File: config.mk
export PLATFORM = sky130hd
export DESIGN_NAME = jt6295_rom_resp_flat
export DESIGN_NICKNAME = d
export VERILOG_FILES = /design/src/rtl/jt6295_pkg.sv /design/src/rtl/jt6295_rom_resp_if.sv /design/src/rtl/jt6295_rom_line.sv /design/src/rtl/jt6295_rom_resp.sv /design/src/flat_wrapper.sv
export SDC_FILE = /design/constraint.sdc
export NUM_CORES = 1
export LEC_CHECK = 0
export CORE_ASPECT_RATIO = 0.75
export CORE_MARGIN = 2
export CORE_UTILIZATION = 51
export DETAILED_ROUTE_END_ITERATION = 10
export PLACE_DENSITY = 0.84
export SLEW_MARGIN = 20
export SYNTH_ARGS = -nofsm -noshare
export SYNTH_HDL_FRONTEND = slang
export SYNTH_SLANG_ARGS = --single-unit
export TNS_END_PERCENT = 30
File: constraint.sdc
create_clock -name clk -period 3 [get_ports clk]
set_input_delay 0.3 -clock clk [delete_from_list [all_inputs] [get_ports clk]]
set_output_delay 0.3 -clock clk [all_outputs]
set_load 0.01 [all_outputs]
File: src/rtl/jt6295_pkg.sv
// jt6295_pkg: shared constants, FSM state type and byte-select helper for
// the ADPCM sample-ROM responder. JT6295_ROM_PREFETCH_EN adds the PREF state.
package jt6295_pkg;

  localparam int JT6295_ROM_AW = 18;
  localparam int JT6295_MEM_DW = 16;

`ifdef JT6295_ROM_PREFETCH_EN
  typedef enum logic [1:0] {IDLE, WAIT, PREF} jt6295_state_e;
`else
  typedef enum logic {IDLE, WAIT} jt6295_state_e;
`endif

  // le=1: even byte address takes the low byte; le=0: even takes the high byte
  function automatic logic [7:0] jt6295_byte_sel(input logic [JT6295_MEM_DW-1:0] word,
                                                 input logic odd, input bit le);
    return (odd ^ le) ? word[7:0] : word[15:8];
  endfunction

endpackage

File: src/rtl/jt6295_rom_resp_if.sv
// jt6295_rom_resp_if: byte-side (arbiter) and word-side (memory controller)
// signals of the sample-ROM responder. The slave modport is the responder.
interface jt6295_rom_resp_if #(
  parameter int AW = jt6295_pkg::JT6295_ROM_AW
) ();
  import jt6295_pkg::*;

  logic [AW-1:0]            rom_addr;
  logic [7:0]               rom_data;
  logic                     rom_ok;
  logic                     mem_req;
  logic [AW-2:0]            mem_addr;
  logic [JT6295_MEM_DW-1:0] mem_data;
  logic                     mem_ack;

  modport slave (
    input  rom_addr, mem_data, mem_ack,
    output rom_data, rom_ok, mem_req, mem_addr
  );

  modport master (
    output rom_addr, mem_data, mem_ack,
    input  rom_data, rom_ok, mem_req, mem_addr
  );

endinterface

File: src/rtl/jt6295_rom_line.sv
// jt6295_rom_line: one buffered memory word with its tag and valid bit,
// plus the hit compare and byte select against the current byte address.
module jt6295_rom_line
  import jt6295_pkg::*;
#(
  parameter int AW = JT6295_ROM_AW,
  parameter bit LE = 1'b1
) (
  input  logic                     clk,
  input  logic                     rst_n,
  input  logic                     load,
  input  logic                     inval,
  input  logic [AW-2:0]            load_tag,
  input  logic [JT6295_MEM_DW-1:0] load_data,
  input  logic [AW-1:0]            rom_addr,
  output logic                     hit,
  output logic [7:0]               rd_byte
);

  logic [JT6295_MEM_DW-1:0] data_q, data_d;
  logic [AW-2:0]            tag_q, tag_d;
  logic                     valid_q, valid_d;

  // A load wins over an invalidate; the data and tag only change on a load
  always_comb begin
    data_d  = data_q;
    tag_d   = tag_q;
    valid_d = valid_q;
    if (load) begin
      data_d  = load_data;
      tag_d   = load_tag;
      valid_d = 1'b1;
    end else if (inval) begin
      valid_d = 1'b0;
    end
  end

  // Line storage, cleared on reset so the byte output reads zero
  always_ff @(posedge clk or negedge rst_n) begin
    if (!rst_n) begin
      data_q  <= '0;
      tag_q   <= '0;
      valid_q <= 1'b0;
    end else begin
      data_q  <= data_d;
      tag_q   <= tag_d;
      valid_q <= valid_d;
    end
  end

  assign hit     = valid_q && (rom_addr[AW-1:1] == tag_q);
  assign rd_byte = jt6295_byte_sel(data_q, rom_addr[0], LE);

endmodule

File: src/rtl/jt6295_rom_resp.sv
// jt6295_rom_resp: responder for the ADPCM sample-ROM byte interface.
// Serves bytes from a buffered 16-bit word and fetches missing words over a
// level req/ack handshake. Define JT6295_ROM_PREFETCH_EN for a second line
// that prefetches the next word; the two lines swap roles on a promotion.
module jt6295_rom_resp
  import jt6295_pkg::*;
#(
  parameter int AW = JT6295_ROM_AW,
  parameter bit LE = 1'b1
) (
  input logic              clk,
  input logic              rst_n,
  jt6295_rom_resp_if.slave bus
);

  localparam int WW = AW - 1;

  jt6295_state_e state_q, state_d;
  logic          mem_req_q, mem_req_d;
  logic [WW-1:0] mem_addr_q, mem_addr_d;

  logic       load0, inval0, hit0;
  logic [7:0] byte0;
  logic       hit;

  jt6295_rom_line #(.AW(AW), .LE(LE)) u_line0 (
    .clk(clk), .rst_n(rst_n), .load(load0), .inval(inval0),
    .load_tag(mem_addr_q), .load_data(bus.mem_data), .rom_addr(bus.rom_addr),
    .hit(hit0), .rd_byte(byte0)
  );

`ifdef JT6295_ROM_PREFETCH_EN
  logic          load1, inval1, hit1;
  logic [7:0]    byte1;
  logic          sel_q, sel_d;
  logic          pend_q, pend_d;
  logic [WW-1:0] pf_word_q, pf_word_d;
  logic          hit_prim, hit_sec;

  jt6295_rom_line #(.AW(AW), .LE(LE)) u_line1 (
    .clk(clk), .rst_n(rst_n), .load(load1), .inval(inval1),
    .load_tag(mem_addr_q), .load_data(bus.mem_data), .rom_addr(bus.rom_addr),
    .hit(hit1), .rd_byte(byte1)
  );

  assign hit_prim     = sel_q ? hit1 : hit0;
  assign hit_sec      = sel_q ? hit0 : hit1;
  assign hit          = hit0 | hit1;
  assign bus.rom_data = hit0 ? byte0 : byte1;
`else
  assign hit          = hit0;
  assign bus.rom_data = byte0;
`endif

  assign bus.rom_ok   = hit;
  assign bus.mem_req  = mem_req_q;
  assign bus.mem_addr = mem_addr_q;

  // Next-state and line control; a request once raised is held until ack
  always_comb begin
    state_d    = state_q;
    mem_req_d  = mem_req_q;
    mem_addr_d = mem_addr_q;
    load0      = 1'b0;
    inval0     = 1'b0;
`ifdef JT6295_ROM_PREFETCH_EN
    load1      = 1'b0;
    inval1     = 1'b0;
    sel_d      = sel_q;
    pend_d     = pend_q;
    pf_word_d  = pf_word_q;
`endif
    case (state_q)
      IDLE: begin
        if (!hit) begin
          state_d    = WAIT;
          mem_req_d  = 1'b1;
          mem_addr_d = bus.rom_addr[AW-1:1];
          inval0     = 1'b1;
`ifdef JT6295_ROM_PREFETCH_EN
          inval1     = 1'b1;
          pend_d     = 1'b0;
`endif
        end
`ifdef JT6295_ROM_PREFETCH_EN
        else if (hit_sec && !hit_prim) begin
          sel_d     = ~sel_q;
          pf_word_d = pf_word_q + WW'(1);
          pend_d    = 1'b1;
        end else if (pend_q) begin
          state_d    = PREF;
          mem_req_d  = 1'b1;
          mem_addr_d = pf_word_q;
          pend_d     = 1'b0;
          if (sel_q) inval0 = 1'b1;
          else       inval1 = 1'b1;
        end
`endif
      end
      WAIT: begin
        if (bus.mem_ack) begin
          state_d   = IDLE;
          mem_req_d = 1'b0;
`ifdef JT6295_ROM_PREFETCH_EN
          if (sel_q) load1 = 1'b1;
          else       load0 = 1'b1;
          pf_word_d = mem_addr_q + WW'(1);
          pend_d    = 1'b1;
`else
          load0     = 1'b1;
`endif
        end
      end
`ifdef JT6295_ROM_PREFETCH_EN
      PREF: begin
        if (bus.mem_ack) begin
          state_d   = IDLE;
          mem_req_d = 1'b0;
          if (hit_prim) begin
            if (sel_q) load0 = 1'b1;
            else       load1 = 1'b1;
          end
        end
      end
`endif
      default: state_d = IDLE;
    endcase
  end

  // FSM and request registers; reset drops the request immediately
  always_ff @(posedge clk or negedge rst_n) begin
    if (!rst_n) begin
      state_q    <= IDLE;
      mem_req_q  <= 1'b0;
      mem_addr_q <= '0;
    end else begin
      state_q    <= state_d;
      mem_req_q  <= mem_req_d;
      mem_addr_q <= mem_addr_d;
    end
  end

`ifdef JT6295_ROM_PREFETCH_EN
  // Prefetch bookkeeping: primary line select, pending flag, next word
  always_ff @(posedge clk or negedge rst_n) begin
    if (!rst_n) begin
      sel_q     <= 1'b0;
      pend_q    <= 1'b0;
      pf_word_q <= '0;
    end else begin
      sel_q     <= sel_d;
      pend_q    <= pend_d;
      pf_word_q <= pf_word_d;
    end
  end
`endif

endmodule
File: src/flat_wrapper.sv
// flat-port wrapper written by rule: the top's interface ports become plain ports
module jt6295_rom_resp_flat import jt6295_pkg::*;
#(
  parameter int AW = JT6295_ROM_AW,
  parameter bit LE = 1'b1
)
  (clk, rst_n, bus_rom_addr, bus_mem_data, bus_mem_ack, bus_rom_data, bus_rom_ok, bus_mem_req, bus_mem_addr);
  jt6295_rom_resp_if #(.AW(AW)) bus_i ();
  input logic clk;
  input logic rst_n;
  input wire logic [$bits(bus_i.rom_addr)-1:0] bus_rom_addr;
  input wire logic [$bits(bus_i.mem_data)-1:0] bus_mem_data;
  input wire logic [$bits(bus_i.mem_ack)-1:0] bus_mem_ack;
  output wire logic [$bits(bus_i.rom_data)-1:0] bus_rom_data;
  output wire logic [$bits(bus_i.rom_ok)-1:0] bus_rom_ok;
  output wire logic [$bits(bus_i.mem_req)-1:0] bus_mem_req;
  output wire logic [$bits(bus_i.mem_addr)-1:0] bus_mem_addr;
  assign bus_i.rom_addr = bus_rom_addr;
  assign bus_i.mem_data = bus_mem_data;
  assign bus_i.mem_ack = bus_mem_ack;
  assign bus_rom_data = bus_i.rom_data;
  assign bus_rom_ok = bus_i.rom_ok;
  assign bus_mem_req = bus_i.mem_req;
  assign bus_mem_addr = bus_i.mem_addr;
  jt6295_rom_resp #(.AW(AW), .LE(LE)) u_core (.clk(clk), .rst_n(rst_n), .bus(bus_i));
endmodule
==> results of run 1 <==
==> state kept, by name (all words and copies together) (netlist names) <==
signal,flops
u_core.bus.mem_addr,17
u_core.u_line0.tag_q,17
u_core.u_line0.data_q,16
u_core.bus.mem_req,1
u_core.state_q,1
u_core.u_line0.valid_q,1
==> cell usage in the layout (no fill, tap or decap), drive strengths merged <==
cell type and instances:
a21boi 1, nand4 1, a21o 1, nor4 3, buf 3, clkbuf 5, xor2 12, a21oi 1
clkinv 1, clkdlybuf4s50 62, inv 1, bufinv 2, nor2 1, nand2 2, dfrtp 53, xnor2 5
nand3 1, nor3 1, o31a 1, mux2 58
==> metal layers <==
metal | vias to the layer above | share of wire (%) | track usage [%]
met2 | 27 | 50 | 30.3
li1 | 652 | - | -
met3 | 7 | 3.1 | 3.47
met4 | 0 | 1.5 | 7.51
met5 | - | 0 | 0
met1 | 710 | 45 | 24.8
==> final timing paths <==
| path | cells after the start | to | slack, ps | from |
|---|---|---|---|---|
| worst max register to register | 6 | u_core.bus.mem_addr[12] | 760 | u_core.u_line0.tag_q[9] |
| max in group asynchronous | 1 | u_core.u_line0.tag_q[15] | 2540 | rst_n |
| worst min-delay path | 1 | u_core.u_line0.data_q[7] | 8 | rst_n |
| worst min register to register | 1 | u_core.bus.mem_req | 490 | u_core.bus.mem_req |
| worst max-delay path | 6 | bus_rom_ok | 280 | bus_rom_addr[10] |
| min in group clk | 1 | u_core.bus.mem_req | 490 | u_core.bus.mem_req |
==> cell type report <==
type,instances,area share (%)
multi-input combinational,88,29.3
timing repair buffer,65,21.2
clock buffer,5,2.22
sequential,53,42.8
inverter,1,0.121
clock inverter,3,2.10
tap,57,2.30
==> where the power goes <==
group	internal [mW]	switching, mW
logic	0.298	0.160
registers	0.840	0.0816
clock network	0.331	0.225
total	1.47	0.467
==> logic make-up after synthesis <==
logic type | share of synthesized area (%)
buffers and inverters | 2.19
muxes | 29.9
AOI/OAI and AO/OA | 1.31
xor gates and xnor gates | 6.52
and+or+nand+nor | 2.03
DFF | 58.1
==> worst reg2reg max path, stage by stage (launching register included) <==
cell	delay (ps)
dfrtp_1	400
xor2_1	170
nor4_1	390
nand3_1	180
o31a_1	410
buf_4	260
mux2_4	320
==> synth_stat cells, drive strengths merged <==
library cell and number:
buf 2, a21boi 1, xnor2 5, mux2 58, nor3 1, clkbuf 4
dfrtp 53, nand2 2, inv 1, a21o 1, o31a 1, xor2 12
nor4 3, nand3 1, nor2 1, a21oi 1, nand4 1
==> per-stage QoR <==
stage	total power, mW	std cells	hold slack [ps]
after floorplan	1.17	148	4.41
after global placement	1.38	264	467
after detailed placement	1.40	264	469
after CTS	1.95	272	254
after global routing	2.03	272	72.9
final	1.94	272	8.07
==> flow_summary.json, run 1 <==
{
  "placed_cell_area_mm2": 0.00296,
  "htree_levels": 2,
  "core_area_mm2": 0.00439,
  "firstDrtPassIters": 4,
  "antenna_found_initial": 0,
  "cp.arrival_ps": 2420,
  "hold_class": "in2async",
  "start_kind": "primary input",
  "nNetsFinal": 251,
  "yosys-top-cells-area": "dfrtp_1 (58%), mux2_2 (25%), mux2_4 (5.3%)",
  "first_iter_violations": 58,
  "gr-total-overflow": 0,
  "tightestPinTransition_ps": 646,
  "max_cap_viol_count": 0,
  "avgSynthCellArea_um2": 15.4,
  "seq_area_mm2": 0.00133,
  "synth_top_area_share_pct": 58.1,
  "grt_max_degree": 54,
  "die_w_um": 81.3,
  "path_buf_inv": 2,
  "clkLatencyLatePin_ps": 300,
  "grt_pass1_wl_um": 6970,
  "die_y_um": 62.0,
  "diodes": 0,
  "portBuffers": 63,
  "viasPerCell": 5.13,
  "synthesis.nets": 185,
  "hold_buffers": 0,
  "synth.distinct_cells": 19,
  "synth_area_leader_cell": "dfrtp_1",
  "multi_input_comb_area_um2": 908,
  "ys_ff_latch": 53,
  "yosysWarnings": 0,
  "max_freq_mhz": 367,
  "cpMostUsedCell": "clkdlybuf4s50_1",
  "fin_ws_ps": 277,
  "cp_max_fo": 2,
  "routedWlPerCell_um": 16.3,
  "critPathSlowestCell": "clkdlybuf4s50_1",
  "yosysSeqAreaShare_pct": 58.1,
  "setup_viol": 0,
  "slew-limit-headroom_pct": 56.9,
  "crit_path_cell_trace": "clkdlybuf4s50_1 -> xor2_1 -> nor4_1 -> nand3_1 -> nor3_1 -> clkdlybuf4s50_1",
  "cts-root-buf": "clkbuf_8",
  "cts_buffer_depth": 2,
  "syn_inst": 148,
  "drc": 0,
  "worstSetupEndpointType": "output pin",
  "cts_setup_buffers": 0,
  "cts_resized": 0,
  "cts_sinks": 53,
  "max-vdd-ir-drop_mv": 0.383,
  "finalSetupTns_ps": 0,
  "status": "finished, final reports clean",
  "cts_tree": "yes",
  "design_area_mm2": 0.00310,
  "num_rows": 21,
  "dieArea_mm2": 0.00504,
  "nFillCells": 283,
  "powerDensity_mw_per_mm2": 625,
  "grt_pass1_vias": 1477,
  "totalWireLength_um": 4420,
  "pin_count": 64,
  "final-max-slew-violation-count": 0,
  "num_vias": 1396,
  "post-dp-hpwl_um": 3210,
  "layout-drive-gt1-share_pct": 32.6,
  "grt.total_usage_pct": 18.5,
  "cpLargestDelayFamily": "buffers and inverters",
  "path_class": "in2out",
  "min_period_over_period_pct": 90.8,
  "post-route-min-period_ps": 2720,
  "area_delta_synth_final_pct": 35.7,
  "syn-cell-area_mm2": 0.00228,
  "cp_slowest_stage_delay_ps": 600,
  "final_antenna_net_count": 0,
  "hold_viol_final": 0,
  "place.gp.congestion": 0.724,
  "cp.required_ps": 2700,
  "grt_setup_unrepaired": "false",
  "cts_buffers": 5,
  "start_util_pct": 52.1,
  "clk_pin_slew_ps": 90,
  "p_leak_nw": 1.30,
  "final_util_pct": 70.6,
  "fin_skew_ps": 2.94,
  "place_ws_ps": 356
}
(Power assumes the default switching activity.)
==> run 2, diff against run 1 <==
Settings changed: CAP_MARGIN from default to 10.
==> results of run 2 <==
No change in the layout: final DEF, timing and power equal those of run 1.
==> run 3, diff against run 2 <==
Settings changed: CTS_CLUSTER_DIAMETER from default to 100, SLEW_MARGIN 20 to 5, TNS_END_PERCENT 30 to 50.
==> flow_summary.json, run 3 (synthesized netlist as in run 1, its figures left out) <==
{
  "status": "finished, final reports clean",
  "gr-total-overflow": 0,
  "num_vias": 1409,
  "crit_path_cell_trace": "clkdlybuf4s50_1 -> xor2_1 -> nor4_1 -> nand3_1 -> nor3_1 -> clkdlybuf4s50_1",
  "grt.total_usage_pct": 18.5,
  "dp_cells": 264,
  "start_kind": "primary input",
  "grtUsageMet2_pct": 30.3,
  "fin_cells": 273,
  "grt_pass1_vias": 1477,
  "diodes": 0,
  "holdWs_ps": 42.2,
  "grt_use_met3_pct": 3.47,
  "post-route-min-period_ps": 2710,
  "cpMostUsedCell": "clkdlybuf4s50_1",
  "hold_class": "in2async",
  "cp_max_fo": 2,
  "place.gp.congestion": 0.724,
  "mostFrequentLayoutCells": "clkdlybuf4s50_1 (62), dfrtp_1 (53), mux2_2 (50)",
  "total_power_mw": 1.94,
  "max_freq_mhz": 369,
  "nFillCells": 279,
  "die_y_um": 62.0,
  "core_area_mm2": 0.00439,
  "die_w_um": 81.3,
  "clk_pin_slew_ps": 90,
  "layout-drive-gt1-share_pct": 32.9,
  "max-vdd-ir-drop_mv": 0.383,
  "cts-root-buf": "clkbuf_8",
  "final-max-slew-violation-count": 0,
  "start_util_pct": 52.1,
  "area_delta_synth_final_pct": 36.7,
  "hold_viol_final": 0,
  "firstDrtPassIters": 2,
  "use_met1_pct": 24.8,
  "grt_max_degree": 54,
  "cts_sinks": 53,
  "clkLatencyLatePin_ps": 300,
  "cts_buffers": 5,
  "cts_tree": "yes",
  "final_antenna_net_count": 0,
  "cts_setup_buffers": 0,
  "p_leak_nw": 1.31,
  "pin_count": 64,
  "grt_pass1_wl_um": 6970,
  "post-dp-hpwl_um": 3210,
  "gr-max-usage-layer": "met2",
  "num_rows": 21,
  "max_cap_viol_count": 0,
  "routedWlPerCell_um": 16.3,
  "antenna_found_initial": 0,
  "cp.arrival_ps": 2410,
  "grt_setup_unrepaired": "false",
  "critPathSlowestCell": "clkdlybuf4s50_1",
  "viasPerCell": 5.16,
  "portBuffers": 63,
  "cts_buffer_depth": 2,
  "hold_buffers": 0,
  "powerDensity_mw_per_mm2": 621,
  "first_iter_violations": 39,
  "tightestPinTransition_ps": 715,
  "setup_viol": 0,
  "slew-limit-headroom_pct": 52.3,
  "fin_skew_ps": 3.19,
  "dieArea_mm2": 0.00504,
  "cts_resized": 0,
  "worstSetupEndpointType": "output pin",
  "nNetsFinal": 252,
  "cp.required_ps": 2700,
  "totalWireLength_um": 4440,
  "htree_levels": 2,
  "layout_commonest_cell": "clkdlybuf4s50_1",
  "drc": 0,
  "finalSetupTns_ps": 0,
  "cp_slowest_stage_delay_ps": 600,
  "path_class": "in2out",
  "min_period_over_period_pct": 90.2
}
[run 3: changes by cell type in the layout (fill, tap and decap cells not counted)]
cell	before	now
buf_16	0	1
buf_2	0	1
buf_4	2	1
[run 3: final cells by class]
cell class / instances / area (um2) / share of cell area (%)
tap: 57 / 71.3 / 2.28
inverter: 1 / 3.75 / 0.120
sequential: 53 / 1330 / 42.5
clock inverter: 3 / 65.1 / 2.08
timing repair buffer: 66 / 681 / 21.8
clock buffer: 5 / 68.8 / 2.20
multi-input combinational: 88 / 908 / 29.1
[run 3: where the power goes]
part	switching [mW]	leakage, nW	internal [mW]
registers	0.0817	0.619	0.840
logic	0.161	0.625	0.302
clock network	0.226	0.0681	0.331
[run 3: worst paths after layout]
| check | from | endpoint | slack [ps] | depth (start not counted) |
|---|---|---|---|---|
| max in group asynchronous | rst_n | u_core.bus.mem_addr[2] | 2400 | 2 |
| worst max register to register | u_core.u_line0.tag_q[9] | u_core.bus.mem_addr[12] | 760 | 6 |
| worst max-delay path | bus_rom_addr[10] | bus_rom_ok | 290 | 6 |
| min in group clk | u_core.bus.mem_req | u_core.bus.mem_req | 490 | 1 |
| worst min register to register | u_core.bus.mem_req | u_core.bus.mem_req | 490 | 1 |
| worst min-delay path | rst_n | u_core.u_line0.data_q[9] | 40 | 1 |
[run 3: layer usage]
metal | routed length [um] | vias to the layer above
met5 | 0 | -
met4 | 66 | 0
met3 | 139 | 7
met2 | 2240 | 26
met1 | 2000 | 720
li1 | - | 656
[run 3: through the flow]
stage	utilization, %	worst slack [ps]	instance area (um2)
CTS	70.6	326	3100
floorplan	-	1120	2280
global placement	67.5	349	2960
finish	71.2	293	3120
detailed placement	67.5	356	2960
global route	71.2	217	3120
[run 3: worst max-delay path, delay by kind of cell]
family,cells,cell delay [ps]
xor gates and xnor gates,1,170
and+or+nand+nor,3,890
buffers and inverters,2,1050
